--- src/rtl/dct1d_param_if.sv ---
// Bundle of job-control and RAM-bus signals for dct1d_param.
// The master side is the requester plus the RAM and drives the job inputs and read data.
// The slave side is the transform engine.
interface dct1d_param_if #(
    parameter int DW = 16,
    parameter int AW = 6
);
    logic          en;
    logic          mode;
    logic [AW-1:0] rstart;
    logic [AW-1:0] wstart;
    logic [AW-1:0] stride;
    logic [DW-1:0] q;
    logic          rdy;
    logic          done;
    logic [AW-1:0] addr;
    logic          wren;
    logic [DW-1:0] data;

    modport master (
        output en, mode, rstart, wstart, stride, q,
        input  rdy, done, addr, wren, data
    );

    modport slave (
        input  en, mode, rstart, wstart, stride, q,
        output rdy, done, addr, wren, data
    );
endinterface

--- src/rtl/dct1d_param.sv ---
// dct1d_param: 8-point approximate forward DCT (or plain copy) between two RAM regions.
// The job reads eight strided words, passes them through three butterfly stages and
// writes eight strided results.
// All arithmetic is done at DW+1 bits, then either wrapped or saturated back to DW bits.
module dct1d_param #(
    parameter int DW     = 16,
    parameter int AW     = 6,
    parameter int RD_LAT = 1,
    parameter int SAT    = 0
) (
    input logic          clk,
    input logic          reset_n,
    dct1d_param_if.slave bus
);

    typedef enum logic [2:0] {
        IDLE  = 3'd0,
        READ  = 3'd1,
        S1    = 3'd2,
        S2    = 3'd3,
        S3    = 3'd4,
        WRITE = 3'd5,
        DONE  = 3'd6
    } state_t;

    localparam logic signed [DW:0] MAXV = {2'b00, {(DW-1){1'b1}}};
    localparam logic signed [DW:0] MINV = {2'b11, {(DW-1){1'b0}}};

    state_t        state_q, state_d;
    logic [3:0]    cnt_q, cnt_d;
    logic [AW-1:0] addr_q, addr_d;
    logic          wren_q, wren_d;
    logic [DW-1:0] data_q, data_d;
    logic          done_q, done_d;
    logic          mode_q, mode_d;
    logic [AW-1:0] wstart_q, wstart_d;
    logic [AW-1:0] stride_q, stride_d;
    logic [DW-1:0] v_q [8];
    logic [DW-1:0] v_d [8];
    logic [2:0]    cap_idx;
    logic [2:0]    wr_idx;

    // Bring a DW+1 bit intermediate back to DW bits, wrapping or clipping.
    function automatic logic [DW-1:0] f_fit(input logic signed [DW:0] v);
        logic [DW-1:0] r;
        r = v[DW-1:0];
        if (SAT != 0) begin
            if (v > MAXV) begin
                r = MAXV[DW-1:0];
            end else if (v < MINV) begin
                r = MINV[DW-1:0];
            end
        end
        return r;
    endfunction

    function automatic logic [DW-1:0] f_add(input logic [DW-1:0] a, input logic [DW-1:0] b);
        logic signed [DW:0] s;
        s = $signed({a[DW-1], a}) + $signed({b[DW-1], b});
        return f_fit(s);
    endfunction

    function automatic logic [DW-1:0] f_sub(input logic [DW-1:0] a, input logic [DW-1:0] b);
        logic signed [DW:0] s;
        s = $signed({a[DW-1], a}) - $signed({b[DW-1], b});
        return f_fit(s);
    endfunction

    // Negating the most-negative word needs the extra bit so saturation can clip it.
    function automatic logic [DW-1:0] f_neg(input logic [DW-1:0] a);
        logic signed [DW:0] s;
        s = -$signed({a[DW-1], a});
        return f_fit(s);
    endfunction

    // Next-state and datapath: sequencing, address stepping, capture and butterflies.
    always_comb begin
        state_d  = state_q;
        cnt_d    = cnt_q;
        addr_d   = addr_q;
        wren_d   = 1'b0;
        data_d   = '0;
        done_d   = 1'b0;
        mode_d   = mode_q;
        wstart_d = wstart_q;
        stride_d = stride_q;
        for (int i = 0; i < 8; i++) begin
            v_d[i] = v_q[i];
        end
        cap_idx = 3'(cnt_q - 4'(RD_LAT));
        wr_idx  = cnt_q[2:0] + 3'd1;

        case (state_q)
            IDLE: begin
                if (bus.en) begin
                    mode_d   = bus.mode;
                    wstart_d = bus.wstart;
                    stride_d = bus.stride;
                    addr_d   = bus.rstart;
                    cnt_d    = 4'd0;
                    state_d  = READ;
                end
            end

            READ: begin
                if (cnt_q < 4'd7) begin
                    addr_d = addr_q + stride_q;
                end
                if (cnt_q >= 4'(RD_LAT)) begin
                    v_d[cap_idx] = bus.q;
                end
                if (cnt_q == 4'(7 + RD_LAT)) begin
                    cnt_d   = 4'd0;
                    state_d = S1;
                end else begin
                    cnt_d = cnt_q + 4'd1;
                end
            end

            S1: begin
                if (!mode_q) begin
                    v_d[0] = f_add(v_q[0], v_q[7]);
                    v_d[1] = f_add(v_q[1], v_q[6]);
                    v_d[2] = f_add(v_q[2], v_q[5]);
                    v_d[3] = f_add(v_q[3], v_q[4]);
                    v_d[4] = f_sub(v_q[4], v_q[3]);
                    v_d[5] = f_sub(v_q[5], v_q[2]);
                    v_d[6] = f_sub(v_q[6], v_q[1]);
                    v_d[7] = f_sub(v_q[7], v_q[0]);
                end
                state_d = S2;
            end

            S2: begin
                if (!mode_q) begin
                    v_d[0] = f_add(v_q[0], v_q[3]);
                    v_d[1] = f_add(v_q[1], v_q[2]);
                    v_d[2] = f_sub(v_q[2], v_q[1]);
                    v_d[3] = f_sub(v_q[3], v_q[0]);
                end
                state_d = S3;
            end

            S3: begin
                if (!mode_q) begin
                    v_d[0] = f_add(v_q[0], v_q[1]);
                    v_d[1] = f_neg(f_add(v_q[6], v_q[7]));
                    v_d[2] = f_neg(v_q[3]);
                    v_d[3] = v_q[5];
                    v_d[4] = f_sub(v_q[0], v_q[1]);
                    v_d[5] = f_sub(v_q[6], v_q[7]);
                    v_d[6] = v_q[2];
                    v_d[7] = v_q[4];
                end
                // The first write word is registered here so wren/data line up with addr=wstart.
                wren_d  = 1'b1;
                data_d  = v_d[0];
                addr_d  = wstart_q;
                cnt_d   = 4'd0;
                state_d = WRITE;
            end

            WRITE: begin
                if (cnt_q < 4'd7) begin
                    wren_d = 1'b1;
                    data_d = v_q[wr_idx];
                    addr_d = addr_q + stride_q;
                    cnt_d  = cnt_q + 4'd1;
                end else begin
                    done_d  = 1'b1;
                    cnt_d   = 4'd0;
                    state_d = DONE;
                end
            end

            DONE: begin
                state_d = IDLE;
            end

            default: begin
                state_d = IDLE;
            end
        endcase
    end

    // State register; reset aborts any job immediately and clears every register.
    always_ff @(posedge clk or negedge reset_n) begin
        if (!reset_n) begin
            state_q  <= IDLE;
            cnt_q    <= '0;
            addr_q   <= '0;
            wren_q   <= 1'b0;
            data_q   <= '0;
            done_q   <= 1'b0;
            mode_q   <= 1'b0;
            wstart_q <= '0;
            stride_q <= '0;
            for (int i = 0; i < 8; i++) begin
                v_q[i] <= '0;
            end
        end else begin
            state_q  <= state_d;
            cnt_q    <= cnt_d;
            addr_q   <= addr_d;
            wren_q   <= wren_d;
            data_q   <= data_d;
            done_q   <= done_d;
            mode_q   <= mode_d;
            wstart_q <= wstart_d;
            stride_q <= stride_d;
            for (int i = 0; i < 8; i++) begin
                v_q[i] <= v_d[i];
            end
        end
    end

    assign bus.rdy  = (state_q == IDLE);
    assign bus.done = done_q;
    assign bus.addr = addr_q;
    assign bus.wren = wren_q;
    assign bus.data = data_q;

endmodule
--- src/flat_wrapper.sv ---
// flat-port wrapper written by rule: the top's interface ports become plain ports
module dct1d_param_flat 
#(
    parameter int DW     = 16,
    parameter int AW     = 6,
    parameter int RD_LAT = 1,
    parameter int SAT    = 0
)
  (clk, reset_n, bus_en, bus_mode, bus_rstart, bus_wstart, bus_stride, bus_q, bus_rdy, bus_done, bus_addr, bus_wren, bus_data);
  dct1d_param_if #(.DW(DW), .AW(AW)) bus_i ();
  input logic clk;
  input logic reset_n;
  input wire logic [$bits(bus_i.en)-1:0] bus_en;
  input wire logic [$bits(bus_i.mode)-1:0] bus_mode;
  input wire logic [$bits(bus_i.rstart)-1:0] bus_rstart;
  input wire logic [$bits(bus_i.wstart)-1:0] bus_wstart;
  input wire logic [$bits(bus_i.stride)-1:0] bus_stride;
  input wire logic [$bits(bus_i.q)-1:0] bus_q;
  output wire logic [$bits(bus_i.rdy)-1:0] bus_rdy;
  output wire logic [$bits(bus_i.done)-1:0] bus_done;
  output wire logic [$bits(bus_i.addr)-1:0] bus_addr;
  output wire logic [$bits(bus_i.wren)-1:0] bus_wren;
  output wire logic [$bits(bus_i.data)-1:0] bus_data;
  assign bus_i.en = bus_en;
  assign bus_i.mode = bus_mode;
  assign bus_i.rstart = bus_rstart;
  assign bus_i.wstart = bus_wstart;
  assign bus_i.stride = bus_stride;
  assign bus_i.q = bus_q;
  assign bus_rdy = bus_i.rdy;
  assign bus_done = bus_i.done;
  assign bus_addr = bus_i.addr;
  assign bus_wren = bus_i.wren;
  assign bus_data = bus_i.data;
  dct1d_param #(.DW(DW), .AW(AW), .RD_LAT(RD_LAT), .SAT(SAT)) u_core (.clk(clk), .reset_n(reset_n), .bus(bus_i));
endmodule
--- config.mk ---
export PLATFORM = sky130hd
export DESIGN_NAME = dct1d_param_flat
export DESIGN_NICKNAME = d
export VERILOG_FILES = /design/src/rtl/dct1d_param_if.sv /design/src/rtl/dct1d_param.sv /design/src/flat_wrapper.sv
export SDC_FILE = /design/constraint.sdc
export NUM_CORES = 1
export LEC_CHECK = 0
export ABC_AREA = 1
export CELL_PAD_IN_SITES_DETAIL_PLACEMENT = 0
export CELL_PAD_IN_SITES_GLOBAL_PLACEMENT = 1
export CORE_ASPECT_RATIO = 1.1
export CORE_MARGIN = 2
export CORE_UTILIZATION = 35
export CTS_CLUSTER_SIZE = 10
export DETAILED_ROUTE_END_ITERATION = 6
export HOLD_SLACK_MARGIN = 0.12
export PLACE_DENSITY_LB_ADDON = 0.15
export SYNTH_ARGS = -nofsm -noshare
export SYNTH_HDL_FRONTEND = slang
export SYNTH_SLANG_ARGS = --single-unit
--- constraint.sdc ---
create_clock -name clk -period 5.53 [get_ports clk]
set_input_delay 0.8295 -clock clk [delete_from_list [all_inputs] [get_ports clk]]
set_output_delay 0.8295 -clock clk [all_outputs]
set_load 0.01 [all_outputs]
* Word-level counts from Yosys, hierarchy flattened
Cells that the tools add are included.
Cells by class: add/sub/neg operators 22, $mul 0, divide/modulo/power cells 0, magnitude comparators 5, equality and inequality tests 14, shifts and indexed selects 0, muxes and demuxes 29, bitwise logic cells 2, reduce and logical (&&, ||, !) cells 14
Operators by type and width (count):
- 128-bit two-way mux | 3
- 64-bit one-hot mux with 4 select lines | 1
- 64-bit one-hot mux with 3 select lines | 1
- 16-bit adder | 8
- 128-bit bitwise mux | 1
- 16-bit subtractor | 8
- 16-bit two-way mux | 4
- 64-bit two-way mux | 1
- 16-bit binary-select mux with 3-bit select | 1
- 16-bit demux with 3-bit select | 1
- 16-bit negator | 2
- 16-bit one-hot mux with 2 select lines | 1
- 3-bit one-hot mux with 6 select lines | 1
- 6-bit one-hot mux with 3 select lines | 1
- 4-bit one-hot mux with 4 select lines | 1
- 4-bit two-way mux | 3
- 6-bit two-way mux | 2
- 2-bit inequality test, second input constant | 5
- 3-bit two-way mux | 3
- 4-bit greater-or-equal comparator, second input constant | 2
- 3-bit inverter with 4-bit output | 2
- 4-bit AND reduction | 2
- 4-bit nonzero test | 2
- 6-bit adder | 1
- other kinds (20) | 29
Word-level totals: bits in registers 172, bits in latches 0, bits in writable memories 0, memory bits (read-only) 0, memories 0

* Longest topological paths before layout
Gate-level depths: netlist (run 1).
depth in word-level cells 9, gate-level depth with buffers 24, mapped depth without buffers 21

* Worst setup path after synthesis (run 1)
Ideal clock, no wire load.
path type register -> register, start register u_core.state_q[1], end register (tool-made name), library setup time 0.117 ns, data arrival time 2.995 ns, path slack 2.419 ns, stages on the path, launching flop included 24, path buffers 3, period minus slack after synthesis 3.111 ns, cell sequence dfrtp_1 inv_1 nor2_2 nand2_1 clkbuf_1 clkbuf_1 clkbuf_1 nand2_1 o21ai_0 ha_1 inv_1 fa_1 inv_1 nand3_1 nand2_1 nand3_1 nand2_1 nand2_1 o211ai_1 nand2_1 nand2_1 nor2_1 nor2_1 nor2_1
RTL lines:
- start: declaration | RTL line dct1d_param.sv:29 | state_t state_q, state_d;
- start signal: assignment | RTL line dct1d_param.sv:202 | state_q <= state_d;

==> results.cfg, run 1 <==
[routing]
vias = 24422
vias_per_cell = 5.88
drt-pass1-iter-count = 6
drc = 0
antenna_left = 0
wl_met2_microns = 52300
drt-met1-wl_microns = 46200
initialDrtViolationCount = 2415
wl_per_cell_microns = 27.2
drt-total-wl_microns = 113000
top_layer = met4
wl_met3_microns = 9060

[final_layout]
final_cell_mix = nand2_1 (738), inv_1 (445), nor2_1 (341)
area_delta_synth_final_pct = 9.93
final_nets = 3634
drive_gt1_share_pct = 3.24
seq_area_sq_um = 4310
nFillCells = 6483
multi_input_area_sq_um = 14400
utilization_pct = 39.0
fin_area_sq_um = 22900
final_common_cell = nand2_1

[sta]
rsz0062_at_grt = false
period_minus_slack_ns = 3.70
clock_skew_ns = 0.0172
final_max_slew_viol_count = 0
finalHoldViolCount = 0
setup_viol = 0
max_freq_ghz = 0.270
relSlewSlack_pct = 16.0
setup_ws_ns = 1.83
setup_tns_ns = 0
worst_pin_slew_ns = 1.25
min_period_over_period_pct = 66.9

[synthesis]
yosys_warnings = 0
synthArstFlopShare_pct = 100
synth_nets = 3624
yosysSeqAreaShare_pct = 20.7
syn_area_per_cell_sq_um = 6.18
synth.top_cell.area_share_pct = 20.7
yosysUniqueCellTypes = 48
synth-edff-count = 0
synthTopCellsByArea = dfrtp_1 (21%), nand2_1 (13%), ha_1 (12%), inv_1 (8.0%), nand3_1 (7.9%)
syn_inst = 3368
ys_ff_latch = 172
synth_area_sq_um = 20800
synth_flop_cell = dfrtp_1
synth_top_cell_by_area = dfrtp_1

[clocking]
clockBufferDepth = 2
cts_tree = done
clk_pin_slew_worst_paths_ns = 0.09
cts_sinks = 172
cts_setup_buffers = 0
cts_buffers = 17
worst_skew_pair.late_latency_ns = 0.53
cts_hold_buf = 0
htree_levels = 4
cts_resized = 0
root_buffer = clkbuf_16

[place]
port_buffers = 62
globalplace.congestion = 0.991
dp_hpwl_microns = 91100
postPlaceCellArea_sq_um = 22300
pre_cts_slack_ns = 1.93

[setup_path]
ff2ff_path_depth = 15
path_buf_inv = 4
criticalPathCategory = reg -> reg
cp_slowest_cell = inv_1
start_kind = register
crit_chain = inv_1, nor2_4, nand2_4, inv_1, o21ai_0, ha_1, nand2_1, inv_1, a21boi_0, inv_1, a21oi_1, nand2_1, nand2_1, nand3_1, a21boi_0
cp_max_fo = 31
reg2reg_slack_ns = 1.83
slowest_delay_ns = 0.67
crit_family = compound AO/OA/AOI/OAI gates
crit_required_ns = 5.98
end_kind = register
arrival_ns = 4.15
reg2reg_from = u_core.state_q[1]$_DFFE_PN0P_
cp_common_cell = inv_1

[floorplan]
core-area_sq_um = 58600
rows = 93
io_pins = 63
die_w_microns = 237
die_h_microns = 260
start_util_pct = 35.5
die_area_sq_um = 61500

[status]
status = completed

[global_route]
grt_pass1_vias = 23589
grt_max_degree = 94
grt-ovfl-total = 0
grt_pass1_wl_microns = 162000
grt_usage_pct = 36.4
antenna_found_initial = 3

[run]
maxCapViolCount = 0

[min_path]
hp-class = in -> async
[cell type report]
cell class	count	share of cell area (%)
multi-input combinational	2641	63.1
sequential	172	18.8
inverter	456	7.48
tap	760	4.15
timing repair buffer	90	3.70
clock buffer	17	1.86
clock inverter	15	0.896
antenna	1	0.0109
[per-stage QoR]
stage | std cells | hold slack [ns]
2_1_floorplan | 3368 | 0.478
3_3_place_gp | 4119 | 0.494
3_5_place_dp | 4119 | 0.496
4_1_cts | 4151 | 0.374
5_1_grt | 4151 | 0.381
6_report | 4152 | 0.340
[per-layer routing]
metal  track usage, %  up-vias
li1                 -    11343
met5                0        -
met1             45.8    11730
met3             6.45      209
met4             17.0        0
met2             60.7     1140
[synthesized netlist by cell type (all sizes together) (2+ instances only)]
master and number:
a21boi 15, a21o 16, a21oi 316, a221oi 3
a22oi 33, a2bb2oi 4, a31o 2, a31oi 23
a32oi 3, buf 24, clkbuf 75, clkinv 3
dfrtp 172, fa 13, ha 205, inv 453
mux2 10, nand2 739, nand3 329, nand3b 21
nand4 29, nor2 344, nor3 42, nor4 8
o211ai 11, o21a 14, o21ai 327, o21bai 23
o221ai 14, o22ai 38, or2 18, xnor2 15
xor2 20
[logic make-up (layout without fill, tap and decap cells)]
logic type      Yosys count  count (layout)  share of synthesized area [%]
xor+xnor                 35              35                           1.47
flops                   172             172                           20.7
compound gates          846             846                           22.7
mux                      10              10                          0.541
simple gates           1532            1532                           30.9
buf+inv                 555             578                           10.1
fa+ha+maj               218             218                           13.6
other cells               0               1                              0
[how the worst max path moves through the flow]
stage	from	end	slack [ns]	depth (start not counted)
floorplan	u_core.state_q[1]$_DFFE_PN0P_	register	2.42	23
global placement	u_core.state_q[1]$_DFFE_PN0P_	register	1.98	15
detailed placement	u_core.state_q[1]$_DFFE_PN0P_	register	1.93	15
CTS	u_core.state_q[1]$_DFFE_PN0P_	register	1.90	15
global route	u_core.state_q[1]$_DFFE_PN0P_	register	1.69	15
finish	u_core.state_q[1]$_DFFE_PN0P_	register	1.83	15
Power of run 1 is not shown: default switching activity piles up to over one toggle a cycle in this logic, so the estimate is an artifact.
==> inputs of run 2 (changes only) <==
==> constraint.sdc (replaced) <==
create_clock -name clk -period 3.1 [get_ports clk]
set_input_delay 0.465 -clock clk [delete_from_list [all_inputs] [get_ports clk]]
set_output_delay 0.465 -clock clk [all_outputs]
set_load 0.01 [all_outputs]
==> run 2 against run 1 <==
Cell count grew 4.9%. The run now ends with design-rule violations left. Core utilization grew 3.1 points. Via count grew 3.4%. First-iteration DRC count grew 18%. Hold slack gained 0.17 ns. Global-route usage grew 0.68 points. Sequential share of layout area shrank 1.4 points. Register-to-register slack lost 1.8 ns. Design area grew 7.8%. Critical path depth shrank 5. Largest cell class unchanged. Sequential cell count is the same. Clock skew grew 0.0070 ns.
==> results.cfg, run 2 (synthesis results as in run 1) <==
[final_layout]
area_delta_synth_final_pct = 18.5
final_nets = 3835
utilization_pct = 42.1
drive_gt1_share_pct = 10.1
final_cell_mix = nand2_1 (725), inv_1 (440), nor2_1 (335)
final_common_cell = nand2_1

[clocking]
root_buffer = clkbuf_16
cts_sinks = 172
clk_pin_slew_worst_paths_ns = 0.09
htree_levels = 4
clockBufferDepth = 2
cts_tree = done
cts_buffers = 17
worst_skew_pair.late_latency_ns = 0.54

[routing]
wl_per_cell_microns = 26.4
drt-pass1-iter-count = 7
antenna_left = 0
initialDrtViolationCount = 2857
drc = 6
drt-total-wl_microns = 115000
vias = 25248
vias_per_cell = 5.80

[place]
pre_cts_slack_ns = 0.0109
globalplace.congestion = 1.03
port_buffers = 62
dp_hpwl_microns = 94200

[setup_path]
ff2ff_path_depth = 10
path_buf_inv = 2
slowest_delay_ns = 0.45
crit_chain = buf_4, nor2_1, nand2_1, nand2_1, o22ai_1, nor3_2, o21ai_2, buf_4, nor2_1, a21oi_1
arrival_ns = 3.45
end_kind = register
crit_family = simple AND/OR/NAND/NOR gates
cp_max_fo = 10
start_kind = register
criticalPathCategory = reg -> reg
crit_cells = 10
crit_required_ns = 3.50
cp_slowest_cell = dfrtp_1

[sta]
finalHoldViolCount = 0
min_period_over_period_pct = 98.5
rsz0062_at_grt = true
setup_ws_ns = 0.0475
relSlewSlack_pct = 44.4
setup_viol = 0
max_freq_ghz = 0.328
period_minus_slack_ns = 3.05
clock_skew_ns = 0.0242
worst_pin_slew_ns = 0.834
setup_tns_ns = 0
final_max_slew_viol_count = 0

[floorplan]
rows = 93
die_w_microns = 237
start_util_pct = 35.5
die_area_sq_um = 61500
core-area_sq_um = 58600
io_pins = 63
die_h_microns = 260

[global_route]
antenna_found_initial = 3
grt_pass1_wl_microns = 166000
grt_max_degree = 66
grt_usage_pct = 37.1
grt-ovfl-total = 0
grt_pass1_vias = 24574

[min_path]
hp-class = in -> async

[status]
violations = design-rule violations
status = complete, but fails checks

[run]
maxCapViolCount = 0
-- run 2: cell types whose count changed in the layout (fill, tap and decap cells not counted), moves of 8 or more --
cell	before	now
o21ai_1	2	10
o21ai_0	321	312
nand2_2	0	12
nand2_1	738	725
buf_4	27	220
-- run 2: layout make-up --
class / instances / area, sq um
fillers: 6334 / 34000
clock inverters: 15 / 206
diodes: 2 / 5.00
clock buffers: 17 / 425
flip-flops and latches: 172 / 4310
inverters: 456 / 1720
multi-input cells: 2641 / 14600
well taps: 760 / 951
repair buffers: 291 / 2440
-- run 2: repair_timing --
action	in CTS	in global routing
setup endpoints to repair	2	35
buffers inserted	0	8
cloned	0	0
hold buffers	1	0
endpoints found under the hold margin	62	0
pin swaps	0	9
gates resized for setup	2	65
-- run 2: path summary, 6_finish.rpt --
kind	end	start	slack [ns]
min in group clk	u_core.wstart_q[4]$_DFFE_PN0P_	u_core.wstart_q[4]$_DFFE_PN0P_	0.52
worst max-delay path	register	u_core.state_q[0]$_DFFE_PN0P_	0.05
worst min-delay path	async pin	reset_n	0.51
max in group asynchronous	async pin	reset_n	1.74
worst min register to register	u_core.wstart_q[4]$_DFFE_PN0P_	u_core.wstart_q[4]$_DFFE_PN0P_	0.52
worst max register to register	register	u_core.state_q[0]$_DFFE_PN0P_	0.05
-- run 2: per-layer routing --
layer  routed length (microns)  track usage, %
met2                     52800            61.8
met1                     47400            47.1
met5                        14               0
met3                      8720            5.58
met4                      5900            18.0
-- run 2: through the flow --
step,hold slack (ns),std cells,area [sq um]
2_1_floorplan,0.169,3368,20800
4_1_cts,0.518,4344,24400
3_5_place_dp,0.499,4311,23800
6_report,0.514,4354,24700
5_1_grt,0.532,4352,24700
3_3_place_gp,0.490,4311,23800
Power of run 2 is left out for the same reason.
